<file path="src/rtl/debug_run_ctrl.sv">
// debug_run_ctrl: run/step/breakpoint controller for the EDiC board top.
// Turns buttons and switches into one datapath clock-enable, with debounced
// stepping, free run, sticky breakpoint hit flags and an enabled-cycle counter.
module debug_run_ctrl #(
  parameter int ADDR_WIDTH      = 16,
  parameter int NUM_BREAKPOINTS = 4,
  parameter int DEBOUNCE_CYCLES = 50000
) (
  input  logic                                  i_clk,
  input  logic                                  i_reset,
  input  logic                                  i_btnStep,
  input  logic                                  i_swStepNRun,
  input  logic                                  i_swInstrNCycle,
  input  logic                                  i_swEnableBreakpoint,
  input  logic                                  i_instrBoundary,
  input  logic [ADDR_WIDTH-1:0]                 i_pc,
  input  logic [NUM_BREAKPOINTS*ADDR_WIDTH-1:0] i_bpAddresses,
  input  logic [NUM_BREAKPOINTS-1:0]            i_bpValid,
  output logic                                  o_cpuEnable,
  output logic                                  o_halted,
  output logic [NUM_BREAKPOINTS-1:0]            o_bpHit,
  output logic [31:0]                           o_cycleCount
);

  localparam int CNT_W = (DEBOUNCE_CYCLES < 2) ? 1 : $clog2(DEBOUNCE_CYCLES);
  localparam logic [CNT_W-1:0] CNT_LAST = CNT_W'(DEBOUNCE_CYCLES - 1);

  typedef enum logic [2:0] {
    S_HALT,
    S_STEP_CYCLE,
    S_STEP_INSTR,
    S_RUN,
    S_BREAK
  } state_t;

  // Bit order of the synchronised switch/button bundle.
  localparam int B_BTN   = 0;
  localparam int B_STEP  = 1;
  localparam int B_INSTR = 2;
  localparam int B_BPEN  = 3;

  logic [3:0]                 sync_meta;
  logic [3:0]                 sync_q;
  logic                       step_n_run;
  logic                       instr_n_cycle;
  logic                       bp_enable;

  logic [CNT_W-1:0]           db_count;
  logic                       db_level;
  logic                       step_pulse;

  logic [NUM_BREAKPOINTS-1:0] bp_match;
  logic                       bp_fire;
  state_t                     state;
  state_t                     next_state;

  assign step_n_run    = sync_q[B_STEP];
  assign instr_n_cycle = sync_q[B_INSTR];
  assign bp_enable     = sync_q[B_BPEN];

  // Two-flop synchroniser for every input that is asynchronous to i_clk.
  // NOTE: sequential state uses non-blocking (<=) so every flop samples the
  // pre-edge values; blocking here would collapse the two stages into one.
  always_ff @(posedge i_clk or posedge i_reset) begin
    if (i_reset) begin
      sync_meta <= '0;
      sync_q    <= '0;
    end else begin
      sync_meta <= {i_swEnableBreakpoint, i_swInstrNCycle, i_swStepNRun, i_btnStep};
      sync_q    <= sync_meta;
    end
  end

  // Debounce: accept a new button level only after it has differed from the
  // accepted level for DEBOUNCE_CYCLES consecutive cycles; any bounce back
  // restarts the count. A newly accepted high level emits a one-cycle step pulse.
  always_ff @(posedge i_clk or posedge i_reset) begin
    if (i_reset) begin
      db_count   <= '0;
      db_level   <= 1'b0;
      step_pulse <= 1'b0;
    end else begin
      step_pulse <= 1'b0;
      if (sync_q[B_BTN] == db_level) begin
        db_count <= '0;
      end else if (db_count == CNT_LAST) begin
        db_count   <= '0;
        db_level   <= sync_q[B_BTN];
        step_pulse <= sync_q[B_BTN];
      end else begin
        db_count <= db_count + 1'b1;
      end
    end
  end

  // Breakpoint comparators: which enabled breakpoints match the current PC.
  // NOTE: every signal driven here gets a default first, so no path through
  // the block can leave it unassigned and infer a latch.
  always_comb begin
    bp_match = '0;
    for (int k = 0; k < NUM_BREAKPOINTS; k++) begin
      bp_match[k] = i_bpValid[k] && (i_bpAddresses[k*ADDR_WIDTH +: ADDR_WIDTH] == i_pc);
    end
    bp_fire = i_instrBoundary && bp_enable && (|bp_match);
  end

  // Next-state decision; a breakpoint hit outranks a switch to step mode.
  always_comb begin
    next_state = state;
    case (state)
      S_HALT: begin
        if (!step_n_run)     next_state = S_RUN;
        else if (step_pulse) next_state = instr_n_cycle ? S_STEP_INSTR : S_STEP_CYCLE;
      end
      S_STEP_CYCLE: next_state = S_HALT;
      S_STEP_INSTR: if (i_instrBoundary) next_state = S_HALT;
      S_RUN: begin
        if (bp_fire)         next_state = S_BREAK;
        else if (step_n_run) next_state = S_HALT;
      end
      S_BREAK: begin
        if (step_pulse) begin
          if (!step_n_run) next_state = S_RUN;
          else             next_state = instr_n_cycle ? S_STEP_INSTR : S_STEP_CYCLE;
        end else if (step_n_run) begin
          next_state = S_HALT;
        end
      end
      default: next_state = S_HALT;
    endcase
  end

  // FSM state with outputs registered alongside it, so they never glitch.
  always_ff @(posedge i_clk or posedge i_reset) begin
    if (i_reset) begin
      state       <= S_HALT;
      o_cpuEnable <= 1'b0;
      o_halted    <= 1'b1;
      o_bpHit     <= '0;
    end else begin
      state       <= next_state;
      o_cpuEnable <= (next_state == S_STEP_CYCLE) || (next_state == S_STEP_INSTR) ||
                     (next_state == S_RUN);
      o_halted    <= (next_state == S_HALT) || (next_state == S_BREAK);
      if (state == S_RUN && next_state == S_BREAK) begin
        o_bpHit <= bp_match;
      end else if (state == S_BREAK && next_state != S_BREAK) begin
        o_bpHit <= '0;
      end
    end
  end

  // Count every cycle in which the datapath was enabled; wraps naturally.
  always_ff @(posedge i_clk or posedge i_reset) begin
    if (i_reset) begin
      o_cycleCount <= '0;
    end else if (o_cpuEnable) begin
      o_cycleCount <= o_cycleCount + 32'd1;
    end
  end

endmodule

</file>
<file path="config.mk">
export PLATFORM = sky130hd
export DESIGN_NAME = debug_run_ctrl
export DESIGN_NICKNAME = d
export VERILOG_FILES = /design/src/rtl/debug_run_ctrl.sv
export SDC_FILE = /design/constraint.sdc
export NUM_CORES = 1
export LEC_CHECK = 0
export ABC_CLOCK_PERIOD_IN_PS = 2600
export BUFFER_PORTS_ARGS = -buffer_cell sky130_fd_sc_hd__clkbuf_2
export CAP_MARGIN = 40
export CORE_ASPECT_RATIO = 0.5
export CORE_MARGIN = 8
export CORE_UTILIZATION = 51
export CTS_CLUSTER_DIAMETER = 150
export DETAILED_ROUTE_END_ITERATION = 10
export PLACE_DENSITY = 0.78
export SYNTH_ARGS = -nofsm -noshare
export SYNTH_HDL_FRONTEND = slang
export SYNTH_SLANG_ARGS = --single-unit
</file>
<file path="constraint.sdc">
create_clock -name i_clk -period 2.6 [get_ports i_clk]
set_input_delay 0.26 -clock i_clk [delete_from_list [all_inputs] [get_ports i_clk]]
set_output_delay 0.26 -clock i_clk [all_outputs]
set_load 0.02 [all_outputs]
</file>
==> results of run 1 <==
Yosys cell counts, drive strengths merged (5+ instances only):
cell and count:
and3 7, xnor2 92, and4 5, nand3 20
xor2 18, buf 10, nor3 9, dfrtp 66
nand2 41, nand4 32, nor4 5, nor2 35
power by group:
part	total [mW]	switching [mW]	internal (mW)
combinational	0.653	0.355	0.298
sequential	1.27	0.117	1.15
clock	1.19	0.418	0.768
worst max path at each step:
stage / start / to / slack (ns) / cells after the start
finish: o_cpuEnable / o_cycleCount[31] / 0.59 / 6
global route: o_cpuEnable / o_cycleCount[31] / 0.40 / 6
CTS: o_cpuEnable / o_cycleCount[31] / 0.57 / 6
detailed placement: i_pc[1] / o_bpHit[2] / 0.50 / 7
global placement: i_pc[1] / o_bpHit[3] / 0.54 / 7
floorplan: i_reset / db_count[0] / 0.66 / 1
logic make-up after synthesis:
kind of cell | count (synthesis) | share of synthesized area [%]
and+or+nand+nor | 174 | 24.20
xor gates and xnor gates | 110 | 26.10
DFF | 67 | 43.11
buffers and inverters | 17 | 2.829
AOI/OAI and AO/OA | 14 | 2.540
muxes | 2 | 0.5786
adders and majority gates | 2 | 0.6428
metal layers:
| layer | up-vias | track usage (%) |
|---|---|---|
| li1 | 1584 | - |
| met1 | 1494 | 19.30 |
| met2 | 109 | 30.87 |
| met3 | 27 | 6.471 |
| met4 | 0 | 7.197 |
| met5 | - | 0 |
worst max-delay path, stage by stage, from the launching register on:
cell     delay, ns
dfrtp_1       0.47
and3_1        0.24
nand3_1       0.19
or3_1         0.39
nor2_1        0.30
nand4_1       0.16
xnor2_1       0.14
metrics by stage:
step	cells	power, mW	cell area (um^2)	hold WS (ns)	utilization (%)
2_1_floorplan	386	1.706	3892	0.2914	-
3_3_place_gp	597	1.928	4562	0.3334	62.07
3_5_place_dp	597	1.941	4562	0.3358	62.07
4_1_cts	613	3.132	4860	0.03309	66.12
5_1_grt	613	3.258	4860	0.02757	66.12
6_report	613	3.106	4860	0.03922	66.12
registers in the layout, indices dropped and copies added (netlist names):
signal	cells
step_pulse	1
o_cycleCount	32
o_cpuEnable	1
state	3
sync_q	4
sync_meta	4
db_level	1
db_count	16
o_bpHit	4
o_halted	1
final cells by class:
type	instances	area, um^2
Fill cell	585	2490
Multi-Input combinational cell	302	2105
Sequential cell	67	1678
Timing Repair Buffer	129	648.1
Clock buffer	12	246.5
Tap cell	96	120.1
Clock inverter	4	51.30
Inverter	3	11.26
==> flow_metrics.tcl, run 1 <==
set metrics [dict create \
    crit_fanout 8 \
    maxSlewHeadroom_pct 45.88 \
    setup_viol 0 \
    wl_met1_um 4062 \
    areaGrowthSynthToFinish_pct 24.85 \
    min_from "i_btnStep" \
    nets 605 \
    yosys_warnings 0 \
    initialDrtViolationCount 173 \
    die_x_um 139.6 \
    start_kind "flip-flop" \
    peakVddDrop_uv 296.2 \
    ys_seq_area_share_pct 43.11 \
    dr_wl_met3_um 651 \
    grt_usage_pct 17.60 \
    postRouteAntennaNets 0 \
    cts_tree "yes" \
    clk_pin_slew_ns 0.05 \
    reg2reg_to "o_cycleCount[31]" \
    min_period_ns 2.005 \
    grt_pass1_vias 3349 \
    grt_pass1_wl_um 15640 \
    dr_wl_met2_um 4594 \
    core_mm2 0.007350 \
    rr_startpoint "o_cpuEnable" \
    synth.largest_area_cell "dfrtp_1" \
    pin_count 129 \
    cap_violations 0 \
    ys.flop_type "dfrtp_1" \
    clock_skew_ns 0.005510 \
    overflow 0 \
    num_rows 22 \
    vias_per_cell 5.243 \
    synth_nets 479 \
    hp-class "in2reg" \
    die_h_um 77.78 \
    start_util_pct 52.96 \
    cts_setup_buffers 0 \
    drive_above_1_share_pct 31.14 \
    syn_area_mm2 0.003892 \
    place_congestion 0.8743 \
    n_antenna_cell 0 \
    final.setup.tns_ns 0 \
    highest_layer "met4" \
    dp_slack_ns 0.4972 \
    hold_violations 0 \
    rsz0062_at_grt "no" \
    numPortBuffers 128 \
    holdPathStages 1 \
    fin_crit_sh_pct 77.12 \
    hold_end "sync_meta[0]" \
    synthCells 386 \
    antenna_found_initial 0 \
    totalWireLength_um 9574 \
    cts.path.max_buffers 2 \
    fmax_mhz 498.7 \
    num_vias 3214 \
    dr.pass1.iters 4 \
    power_density_mw_per_mm2 639.1 \
    dieArea_mm2 0.01085 \
    worstPathRequired_ns 2.81 \
    setup_slack_ns 0.5949 \
    synth_top_cell_area_share_pct 42.43 \
    cts-buffers-inserted 9 \
    leakage_nw 2.213 \
    synth.avg_cell_area_um2 10.08 \
    cts_sinks 67 \
    worst_pin_slew_ns 0.8118 \
    mostFrequentLayoutCells "128 x clkbuf_2, 85 x xnor2_1, 66 x dfrtp_1" \
    status "complete, no violations" \
    cts_root_buf "clkbuf_16" \
    htree_levels 3 \
    ys_async_sr_fraction_pct 100.0 \
    drv_slew 0 \
    ys_ff_latch 67 \
    dp_hpwl_um 7880 \
    routedWlPerCell_um 15.62 \
    synth-edff-count 0 \
    clock_latency_ns 0.32 \
    reg2regPathDepth 6 \
    reg2reg_slack_ns 0.59 \
    layout_commonest_cell "clkbuf_2" \
    synth_cell_types 41 \
    cp-end-kind "flip-flop" \
    critical_path_class "reg2reg" \
    cp.arrival_ns 2.21 \
    drc 0 \
    grt_max_degree 68 \
    cts_hold_buffers 0 \
    synth_area_leaders "dfrtp_1 42%, xnor2_1 19%, nand4_1 5.1%, xor2_1 4.1%, nand2_1 4.0%" \
    cts_resized 0 \
]
(Power assumes the default switching activity.)
==> inputs of run 2 (changes only) <==
--- a/config.mk
+++ b/config.mk
@@ -5,7 +5,7 @@
 export SDC_FILE = /design/constraint.sdc
 export NUM_CORES = 1
 export LEC_CHECK = 0
-export ABC_CLOCK_PERIOD_IN_PS = 2600
+export ABC_CLOCK_PERIOD_IN_PS = 2029
 export BUFFER_PORTS_ARGS = -buffer_cell sky130_fd_sc_hd__clkbuf_2
 export CAP_MARGIN = 40
 export CORE_ASPECT_RATIO = 0.5
==> constraint.sdc (replaced) <==
create_clock -name i_clk -period 2.03 [get_ports i_clk]
set_input_delay 0.203 -clock i_clk [delete_from_list [all_inputs] [get_ports i_clk]]
set_output_delay 0.203 -clock i_clk [all_outputs]
set_load 0.02 [all_outputs]
==> run 2 against run 1 <==
Net effect: count of clock-buffer cells in the layout up 1; clock power is 15% higher; highest routed layer unchanged; design area is 2.0% higher; global-route usage up 1.4 points; largest cell class unchanged; sequential power rose by 25%; core utilization up 1.3 points; setup slack got worse by 0.41 ns; final cell count grew 2.1%; combinational power increased by 41%; sequential cell count did not move.
==> flow_metrics.tcl, run 2 (same netlist as run 1, synthesis figures left out) <==
set metrics [dict create \
    nets 619 \
    vias_per_cell 5.244 \
    antenna_found_initial 0 \
    grt_pass1_wl_um 16750 \
    cap_violations 0 \
    num_vias 3283 \
    largestRegisters "o_cycleCount x32, db_count x16" \
    layout_commonest_cell "clkbuf_2" \
    hp-class "in2reg" \
    totalWireLength_um 10240 \
    drv_slew 0 \
    power_density_mw_per_mm2 783.1 \
    cts_root_buf "clkbuf_16" \
    cp-end-kind "flip-flop" \
    fin_hold_ws_ns 0.2306 \
    clk_pin_slew_ns 0.05 \
    p_clk_share_pct 35.2 \
    worstPathRequired_ns 2.24 \
    n_antenna_cell 0 \
    fin_crit_sh_pct 90.71 \
    die_x_um 139.6 \
    power_report.internal_total_mw 2.745 \
    largest_register_ffs 32 \
    switchingPower_mw 1.135 \
    grt_pass1_vias 3538 \
    status "complete, no violations" \
    htree_levels 3 \
    regMostFlops "o_cycleCount" \
    dieArea_mm2 0.01085 \
    rsz0062_at_grt "no" \
    dp_hpwl_um 8202 \
    place_congestion 0.8897 \
    mostFrequentLayoutCells "128 x clkbuf_2, 85 x xnor2_1, 66 x dfrtp_1" \
    postRouteAntennaNets 0 \
    overflow 0 \
    n_fill_cell 567 \
    start_util_pct 52.96 \
    start_kind "flip-flop" \
    reg2reg_slack_ns 0.19 \
    initialDrtViolationCount 142 \
    grt_usage_pct 18.98 \
    hold_violations 0 \
    crit_fanout 5 \
    cts.path.max_buffers 2 \
    grt_max_degree 45 \
    cts_tree "yes" \
    finalPower_mw 3.880 \
    die_h_um 77.78 \
    maxSlewHeadroom_pct 65.48 \
    peakVddDrop_uv 428.9 \
    p_seq_share_pct 41.0 \
    areaGrowthSynthToFinish_pct 27.29 \
    dr.pass1.iters 4 \
    cts_setup_buffers 0 \
    clock_skew_ns 0.004631 \
    setup_viol 0 \
    cts_sinks 67 \
    critical_path_class "reg2reg" \
    fmax_mhz 543.1 \
    cts-buffers-inserted 9 \
    num_rows 22 \
    cp.arrival_ns 2.05 \
    leakage_nw 2.265 \
    pin_count 129 \
    worst_pin_slew_ns 0.5171 \
    core_mm2 0.007350 \
    drive_above_1_share_pct 31.70 \
    clock_latency_ns 0.32 \
    pwr-share-comb_pct 23.8 \
    swShare_pct 29.25 \
    drc 0 \
    min_period_ns 1.841 \
    routedWlPerCell_um 16.36 \
    numPortBuffers 128 \
]
run 2: through the flow:
step / std cells / utilization, % / instance area [um^2] / setup TNS [ns] / setup WS (ns)
5_1_grt: 626 / 67.42 / 4955 / 0 / 0.02805
6_report: 626 / 67.42 / 4955 / 0 / 0.1886
3_5_place_dp: 606 / 63.16 / 4642 / -0.007016 / -0.007016
3_3_place_gp: 606 / 63.16 / 4642 / 0 / 0.04403
4_1_cts: 626 / 67.42 / 4955 / 0 / 0.1812
2_1_floorplan: 386 / - / 3892 / 0 / 0.1455
run 2: final timing paths:
check / end / startpoint / depth (start not counted)
setup / recovery: o_cycleCount[31] / o_cycleCount[3] / 6
hold / removal: o_bpHit[0] / i_bpValid[0] / 5
setup reg to reg: o_cycleCount[31] / o_cycleCount[3] / 6
hold reg to reg: sync_q[1] / sync_meta[1] / 0
max in group asynchronous: o_halted / i_reset / 4
min in group asynchronous: db_count[2] / i_reset / 3
run 2: per-layer routing:
| metal | track usage, % | vias up | part of all wire (%) |
|---|---|---|---|
| li1 | - | 1606 | - |
| met1 | 20.05 | 1552 | 39 |
| met2 | 35.00 | 108 | 51 |
| met3 | 6.532 | 17 | 7.2 |
| met4 | 6.982 | 0 | 2.1 |
| met5 | 0 | - | 0 |
run 2: power groups by stage:
| stage | Sequential, mW | Clock [mW] | Combinational (mW) |
|---|---|---|---|
| detailed placement | 1.61 | 0 | 0.921 |
| CTS | 1.59 | 1.38 | 0.934 |
| global route | 1.61 | 1.44 | 1.01 |
| floorplan | 1.72 | 0 | 0.460 |
| global placement | 1.61 | 0 | 0.906 |
| finish | 1.59 | 1.37 | 0.923 |
run 2: cell type report:
cell class / instances / area (um^2) / area share [%]
tap: 96 / 120.1 / 2.424
inverter: 3 / 11.26 / 0.2273
sequential: 67 / 1678 / 33.86
timing repair buffer: 143 / 778.2 / 15.71
clock buffer: 13 / 250.2 / 5.051
clock inverter: 2 / 12.51 / 0.2525
multi-input combinational: 302 / 2105 / 42.47
run 2: what timing repair did:
item	4_1_cts	5_1_grt
endpoints found under the hold margin	27	0
gates resized for setup	0	0
hold buffers	5	0
run 2: worst max-delay path, stage by stage (launching register included):
cell     delay (ns)
dfrtp_1        0.41
and4_1         0.24
nand3_1        0.12
or3_1          0.36
nor2_1         0.30
nand4_1        0.16
xnor2_1        0.15
